<file path="config.mk">
export PLATFORM = sky130hd
export DESIGN_NAME = msrv32_machine_control
export DESIGN_NICKNAME = d
export VERILOG_FILES = /design/src/rtl/msrv32_machine_control.sv
export SDC_FILE = /design/constraint.sdc
export NUM_CORES = 1
export LEC_CHECK = 0
export ABC_AREA = 0
export ABC_CLOCK_PERIOD_IN_PS = 1950
export BUFFER_PORTS_ARGS = -buffer_cell sky130_fd_sc_hd__clkbuf_2
export CAP_MARGIN = 40
export CORE_MARGIN = 2
export CORE_UTILIZATION = 41
export DETAILED_ROUTE_END_ITERATION = 7
export HOLD_SLACK_MARGIN = 0.08
export PLACE_DENSITY_LB_ADDON = 0.05
export RECOVER_POWER = 50
export SYNTH_ARGS = -nofsm -noshare
export SYNTH_HDL_FRONTEND = slang
export SYNTH_SLANG_ARGS = --single-unit
</file>
<file path="constraint.sdc">
create_clock -name ms_riscv32_mp_clk_in -period 1.95 [get_ports ms_riscv32_mp_clk_in]
set_clock_uncertainty 0.2 [all_clocks]
set_input_delay 0.195 -clock ms_riscv32_mp_clk_in [delete_from_list [all_inputs] [get_ports ms_riscv32_mp_clk_in]]
set_output_delay 0.195 -clock ms_riscv32_mp_clk_in [all_outputs]
set_load 0.02 [all_outputs]
</file>
<file path="src/rtl/msrv32_machine_control.sv">
// Machine-mode trap/return sequencer: exception/interrupt/MRET detection, PC source and CSR strobes.
// Optional WFI wait state enabled by defining MSRV32_WFI_EN.
module msrv32_machine_control #(
    parameter int unsigned RESET_CYCLES = 2
) (
    input  logic       ms_riscv32_mp_clk_in,
    input  logic       ms_riscv32_mp_rst_in,
    input  logic       illegal_instr_in,
    input  logic       misaligned_instr_in,
    input  logic       misaligned_load_in,
    input  logic       misaligned_store_in,
    input  logic [4:0] opcode_6_to_2_in,
    input  logic [2:0] funct3_in,
    input  logic [6:0] funct7_in,
    input  logic [4:0] rs1_addr_in,
    input  logic [4:0] rs2_addr_in,
    input  logic [4:0] rd_addr_in,
    input  logic       mie_in,
    input  logic       meie_in,
    input  logic       mtie_in,
    input  logic       msie_in,
    input  logic       meip_in,
    input  logic       mtip_in,
    input  logic       msip_in,
    output logic [1:0] pc_src_out,
    output logic       flush_out,
    output logic       trap_taken_out,
    output logic       set_cause_out,
    output logic       i_or_e_out,
    output logic [3:0] cause_out,
    output logic       set_epc_out,
    output logic       mie_clear_out,
    output logic       mie_set_out,
    output logic       instret_inc_out,
    output logic       misaligned_exception_out
);

    typedef enum logic [2:0] {
        StReset,
        StOperating,
        StTrapTaken,
        StTrapReturn
`ifdef MSRV32_WFI_EN
        , StWaitIrq
`endif
    } state_t;

    state_t     state_q, state_d;
    logic [3:0] reset_cnt_q, reset_cnt_d;
    logic [3:0] cause_q, cause_d;
    logic       i_or_e_q, i_or_e_d;
    logic       mis_q, mis_d;

    logic       is_system, is_ecall, is_ebreak, is_mret;
    logic       exc, exc_mis;
    logic [3:0] exc_cause;
    logic       irq_ext, irq_sw, irq_tim, irq_pending, irq_take;
    logic [3:0] irq_cause;
    logic       trap;

    assign is_system = (opcode_6_to_2_in == 5'b11100) && (funct3_in == 3'b000) &&
                       (rs1_addr_in == 5'd0) && (rd_addr_in == 5'd0);
    assign is_ecall  = is_system && (funct7_in == 7'd0) && (rs2_addr_in == 5'd0);
    assign is_ebreak = is_system && (funct7_in == 7'd0) && (rs2_addr_in == 5'd1);
    assign is_mret   = is_system && (funct7_in == 7'b0011000) && (rs2_addr_in == 5'b00010);
`ifdef MSRV32_WFI_EN
    logic is_wfi;
    assign is_wfi    = is_system && (funct7_in == 7'b0001000) && (rs2_addr_in == 5'b00101);
`endif

    always_comb begin
        exc       = 1'b1;
        exc_mis   = 1'b0;
        exc_cause = 4'd0;
        if (misaligned_instr_in) begin
            exc_cause = 4'd0;
            exc_mis   = 1'b1;
        end else if (illegal_instr_in) begin
            exc_cause = 4'd2;
        end else if (is_ebreak) begin
            exc_cause = 4'd3;
        end else if (is_ecall) begin
            exc_cause = 4'd11;
        end else if (misaligned_load_in) begin
            exc_cause = 4'd4;
            exc_mis   = 1'b1;
        end else if (misaligned_store_in) begin
            exc_cause = 4'd6;
            exc_mis   = 1'b1;
        end else begin
            exc = 1'b0;
        end
    end

    // Pending-and-enabled ignores mstatus.MIE so it can also serve as the WFI wake condition.
    assign irq_ext     = meie_in & meip_in;
    assign irq_sw      = msie_in & msip_in;
    assign irq_tim     = mtie_in & mtip_in;
    assign irq_pending = irq_ext | irq_sw | irq_tim;
    assign irq_cause   = irq_ext ? 4'd11 : (irq_sw ? 4'd3 : 4'd7);
    assign irq_take    = mie_in & irq_pending;
    assign trap        = exc | irq_take;

    always_comb begin
        state_d     = state_q;
        reset_cnt_d = reset_cnt_q;
        cause_d     = cause_q;
        i_or_e_d    = i_or_e_q;
        mis_d       = mis_q;
        unique case (state_q)
            StReset: begin
                reset_cnt_d = reset_cnt_q + 4'd1;
                if (reset_cnt_q == 4'(RESET_CYCLES - 1)) begin
                    state_d = StOperating;
                end
            end
            StOperating: begin
                if (trap) begin
                    state_d  = StTrapTaken;
                    cause_d  = exc ? exc_cause : irq_cause;
                    i_or_e_d = ~exc;
                    mis_d    = exc & exc_mis;
                end else if (is_mret) begin
                    state_d = StTrapReturn;
`ifdef MSRV32_WFI_EN
                end else if (is_wfi) begin
                    state_d = StWaitIrq;
`endif
                end
            end
            StTrapTaken:  state_d = StOperating;
            StTrapReturn: state_d = StOperating;
`ifdef MSRV32_WFI_EN
            StWaitIrq: begin
                if (irq_pending) begin
                    if (mie_in) begin
                        state_d  = StTrapTaken;
                        cause_d  = irq_cause;
                        i_or_e_d = 1'b1;
                        mis_d    = 1'b0;
                    end else begin
                        state_d = StOperating;
                    end
                end
            end
`endif
            default: state_d = StReset;
        endcase
    end

    always_ff @(posedge ms_riscv32_mp_clk_in or posedge ms_riscv32_mp_rst_in) begin
        if (ms_riscv32_mp_rst_in) begin
            state_q     <= StReset;
            reset_cnt_q <= 4'd0;
            cause_q     <= 4'd0;
            i_or_e_q    <= 1'b0;
            mis_q       <= 1'b0;
        end else begin
            state_q     <= state_d;
            reset_cnt_q <= reset_cnt_d;
            cause_q     <= cause_d;
            i_or_e_q    <= i_or_e_d;
            mis_q       <= mis_d;
        end
    end

    always_comb begin
        pc_src_out      = 2'b00;
        flush_out       = 1'b1;
        trap_taken_out  = 1'b0;
        set_cause_out   = 1'b0;
        set_epc_out     = 1'b0;
        mie_clear_out   = 1'b0;
        mie_set_out     = 1'b0;
        instret_inc_out = 1'b0;
        unique case (state_q)
            StReset: ;
            StOperating: begin
                pc_src_out      = 2'b01;
                flush_out       = 1'b0;
                instret_inc_out = ~(trap | is_mret);
            end
            StTrapTaken: begin
                pc_src_out     = 2'b11;
                trap_taken_out = 1'b1;
                set_cause_out  = 1'b1;
                set_epc_out    = 1'b1;
                mie_clear_out  = 1'b1;
            end
            StTrapReturn: begin
                pc_src_out  = 2'b10;
                mie_set_out = 1'b1;
            end
`ifdef MSRV32_WFI_EN
            StWaitIrq: pc_src_out = 2'b01;
`endif
            default: ;
        endcase
    end

    assign cause_out                = cause_q;
    assign i_or_e_out               = i_or_e_q;
    assign misaligned_exception_out = mis_q;

endmodule

</file>
=== Yosys cells after proc, flatten, opt, wreduce, memory -nomap -nowiden ===
Index checks and enable logic that the tools add are counted.

* Add/sub/neg operators: 1
* Bitwise logic cells: 11
* Reductions and logical operators: 17
* Equality and inequality tests: 10
* Multiplexer cells: 28

{| class="wikitable"
|+ Operators with widths
! cell !! number
|-
| $mux 4 || 6
|-
| $mux 3 || 6
|-
| $logic_not 5->1 || 3
|-
| $mux 1 || 14
|-
| $pmux 3 s3 || 1
|-
| $logic_and 1x1->1 || 8
|-
| $eq 7x5->1 const B || 1
|-
| $logic_not 7->1 || 1
|-
| $eq 3x2->1 const B || 2
|-
| $logic_not 3->1 || 2
|-
| $pmux 2 s3 || 1
|-
| $and 1x1->1 || 5
|-
| $eq 5x1->1 const B || 1
|-
| $eq 5x2->1 const B || 1
|-
| $eq 5x5->1 const B || 1
|-
| $add 4x1->4 const B || 1
|-
| $eq 4x1->1 const B || 1
|-
| $or 1x1->1 || 4
|-
| $reduce_and 2->1 || 2
|-
| $eq 3x1->1 const B || 1
|-
| $ne 3x3->1 const B || 1
|-
| $ne 2x2->1 const B || 1
|-
| $not 1->1 || 2
|-
| $reduce_or 2->1 || 1
|}

* Flip-flop bits (word level): 13
* Input bits: 43
* Output and inout bits: 15
* Word-level logic and storage cells: 72

=== Logic depth before layout (Yosys ltp) ===
* Depth in word-level cells: 14
* Gate-level depth with buffers: 6
* Depth with buffers taken out: 6

=== Least setup slack after synthesis ===
OpenSTA, ideal clock, no wires.

* Path type: register to output
* From: register state_q[1]
* To: output instret_inc_out
* Slack: -0.110 ns
* Path buffers: 1
* Data arrival time: 1.665 ns
* Cell stages (with the launch flop): 6
* Required time: 1.555 ns
* Cell sequence: dfrtp_1 -> inv_1 -> ha_1 -> clkbuf_1 -> inv_1 -> nor3_1

* Word-level cells in the longest chain between the ends: 2

{| class="wikitable"
|+ Ends and longest elaborated chain
! item !! line !! text
|-
| from (decl) || 48 || <nowiki>state_t state_q, state_d;</nowiki>
|-
| from (signal assigned) || 153 || <nowiki>state_q <= StReset;</nowiki>
|-
| from (signal assigned) || 159 || <nowiki>state_q <= state_d;</nowiki>
|-
| $eq 3x1->1 || 176 || <nowiki>unique case (state_q)</nowiki>
|-
| $mux 1 || 176 ||
|-
| to (decl) || 34 || <nowiki>output logic instret_inc_out,</nowiki>
|}

Every way passes these cells.

=== Worst setup path after layout ===
* From: input funct7_in[3]
* To: output instret_inc_out

* Word-level cells in the longest chain between the ends: 11
* Elaborated cells on any way between the ends: 15
* Those cells by class: 1 x eq/ne; 5 x mux; 3 x bitwise; 6 x reduce/logical

{| class="wikitable"
|+ Ends and longest elaborated chain
! item !! line !! text
|-
| from (decl) || 14 || <nowiki>input logic [6:0] funct7_in,</nowiki>
|-
| $logic_not 7->1 || 63, 64 ||
|-
| $logic_and 1x1->1 || 63, 64 ||
|-
| $logic_and 1x1->1 || 63 || <nowiki>assign is_ecall = is_system && (funct7_in == 7'd0) && (rs2_addr_in == 5'd0);</nowiki>
|-
| $mux 1 || 82 || <nowiki>end else if (is_ecall) begin</nowiki>
|-
| $mux 1 || 80 || <nowiki>end else if (is_ebreak) begin</nowiki>
|-
| $mux 1 || 78 || <nowiki>end else if (illegal_instr_in) begin</nowiki>
|-
| $mux 1 || 75 || <nowiki>if (misaligned_instr_in) begin</nowiki>
|-
| $or 1x1->1 || 102 || <nowiki>assign trap = exc | irq_take;</nowiki>
|-
| $or 1x1->1 (*) || 181 || <nowiki>instret_inc_out = ~(trap | is_mret);</nowiki>
|-
| $not 1->1 (*) || 181 ||
|-
| $mux 1 (*) || 176 ||
|}

Mark *: on every way between the ends. The rest lies on a longest branch, timed or not.

==> results.json <==
{
  "status": "finished clean",
  "design.die.area_um2": 2470,
  "grt_pass1_wl_um": 3620,
  "port_buffers": 57,
  "grt_usage_pct": 18.7,
  "worst_slew_pin_slew_ns": 0.478,
  "crit_buf_inv": 3,
  "netlist_top_cells_area": "dfrtp_1, ha_1, nor2_1, nor4_1, buf_4",
  "layout-drive-gt1-share_pct": 44.9,
  "synth-async-reset-ratio_pct": 100,
  "synth.top_cell.area_share_pct": 35.1,
  "dpl.hpwl_um": 1700,
  "max_stage_delay_ns": 0.45,
  "start_util_pct": 43.6,
  "worstSetupStartpointType": "input pin",
  "antennaDiodeCount": 0,
  "ys_types": 37,
  "wirelength_um": 2150,
  "cts-root-buf": "clkbuf_4",
  "synth_edf_count": 0,
  "grt_max_degree": 13,
  "p_per_area_nw_per_um2": 1170,
  "critPathSlowestCell": "or3_1",
  "cts_buffer_depth": 2,
  "die-width_um": 49.7,
  "maxSlewHeadroom_pct": 68.1,
  "synth_largest_area_cell": "dfrtp_1",
  "first_iter_violations": 14,
  "ys_warn_count": 0,
  "die_y_um": 49.7,
  "wl_per_cell_um": 11.6,
  "setup_violations": 0,
  "clk_pin_slew_worst_paths_ns": 0.08,
  "ant_nets": 0,
  "synth_nets": 140,
  "cts_sinks": 12,
  "finalNonFillerCells": 185,
  "grt_overflow": 0,
  "critPathRequiredTime_ns": 1.55,
  "ir_worst_vdd_mv": 1.01,
  "nets": 209,
  "cts_tree": "yes",
  "drc": 0,
  "leakagePower_nw": 0.644,
  "final-seq-area_um2": 300,
  "cts_buffers": 3,
  "clock.fmax_mhz": 526,
  "synth_top_flop_cell": "dfrtp_1",
  "rows": 16,
  "hp-class": "input pin to flop",
  "syn-instance-count": 90,
  "grt_pass1_vias": 871,
  "path_class": "input pin to output pin",
  "fillers": 171,
  "hold_viol_final": 0,
  "vias": 933,
  "multiInputGateArea_um2": 515,
  "slew_viol_final": 0,
  "placed_area_um2": 1180,
  "placed_cells": 174,
  "core_um2": 1960,
  "routabilityCongestion": 0.837,
  "critPathArrivalTime_ns": 1.51,
  "cts_max_level": 1,
  "fin_crit_sh_pct": 97.6,
  "cap_violations": 0,
  "cp-end-kind": "output pin",
  "ys_seq_area_share_pct": 35.1,
  "antenna_found_initial": 0,
  "cp_top_family": "simple AND/OR/NAND/NOR gates",
  "fin_crit_ns": 1.90,
  "synthMostInstantiatedCell": "dfrtp_1",
  "syn_to_final_growth_pct": 50.6,
  "ys_ff_latch": 12,
  "avgSynthCellArea_um2": 9.51,
  "clock_latency_ns": 0.28,
  "cp_max_fo": 3,
  "viasPerCell": 5.04,
  "final_cell_area_um2": 1290,
  "synth_common_cells": "dfrtp_1, nor2_1, ha_1, inv_1, nand2_1",
  "num_io_pins": 58,
  "crit_chain": "clkbuf_2, or3_1, a2111oi_2, buf_4, nor3_2, buf_2",
  "drtPass1Iterations": 3,
  "syn-cell-area_um2": 856
}
-- layer usage --
layer	up-vias	GRT usage (%)	wire length [um]	part of all wire (%)
met1	414	22.1	903	42
met3	5	3.94	217	10
met2	47	31.8	977	46
met4	0	9.72	46	2.1
met5	-	0	0	0
li1	467	-	-	-
-- sequential cells by signal, summed over array words and instances (netlist names) --
name                      flops
cause_out                     4
i_or_e_out                    1
misaligned_exception_out      1
reset_cnt_q                   4
state_q                       2
-- worst reg2reg max path, delay by kind of cell, from the launching register on --
family	cells	cell delay, ns
AO/OA/AOI/OAI	2	0.45
adder cells (fa/ha/maj)	1	0.19
buffers and inverters	2	0.25
flip-flops	1	0.41
-- power breakdown --
group | switching [mW] | internal [mW]
logic | 0.503 | 0.340
registers | 0.0856 | 0.367
clock network | 0.0946 | 0.114
-- cells by family after synthesis --
logic type               Yosys count  share of synthesized area, %
buffers and inverters             11                          7.02
flip-flops                        12                          35.1
adder cells (fa/ha/maj)            7                          10.2
AND/OR/NAND/NOR                   34                          23.8
AO/OA/AOI/OAI                     22                          19.6
multiplexers                       1                          1.17
XOR/XNOR                           3                          3.07
-- through the flow --
step / hold slack, ns / setup TNS [ns] / worst slack [ns] / total power [mW] / util (%)
final: 0.133 / 0 / 0.0474 / 1.50 / 65.7
after CTS: 0.127 / 0 / 0.0371 / 1.53 / 65.0
after floorplan: -0.140 / 0 / 0.0447 / 1.07 / -
after global routing: 0.162 / -0.0167 / -0.0167 / 1.64 / 65.7
after detailed placement: 0.0196 / -0.211 / -0.0946 / 1.31 / 60.1
after global placement: 0.0120 / -0.198 / -0.0734 / 1.29 / 60.1
-- final timing paths --
| kind | startpoint | endpoint | slack (ns) | depth (start not counted) |
|---|---|---|---|---|
| hold / removal | illegal_instr_in | misaligned_exception_out | 0.13 | 3 |
| setup / recovery | funct7_in[3] | instret_inc_out | 0.05 | 6 |
| setup reg to reg | state_q[1] | cause_out[3] | 0.34 | 5 |
| hold reg to reg | reset_cnt_q[3] | reset_cnt_q[3] | 0.28 | 1 |
| min in group asynchronous | ms_riscv32_mp_rst_in | misaligned_exception_out | 0.24 | 3 |
| max in group asynchronous | ms_riscv32_mp_rst_in | state_q[1] | 0.98 | 3 |
-- repair_timing --
action                                  in CTS  in global routing
pin swaps                                    1                  1
setup buffers                                1                  1
hold endpoints to repair                    16                  0
hold buffers                                 5                  0
endpoints found under the setup margin       1                  4
resized for setup                            1                  5
-- area by class of cell --
class | instances | area share (%)
Clock buffer | 4 | 2.82
Inverter | 6 | 1.75
Multi-Input combinational cell | 67 | 40.0
Sequential cell | 12 | 23.3
Tap cell | 27 | 2.62
Timing Repair Buffer | 69 | 29.5
-- placed cells by master, fill, tap and decap left out, drive strengths merged, types with 3 or more instances in the layout --
cell	netlist	final
ha	7	7
nand4	3	3
buf	4	8
nand2	6	6
nor4	5	5
dfrtp	12	12
nor2	8	8
o21ai	4	4
inv	6	6
a21oi	3	3
nand2b	3	3
clkbuf	1	60
dlygate4sd3	0	5
Note: power is estimated with default switching activity, not from simulation.
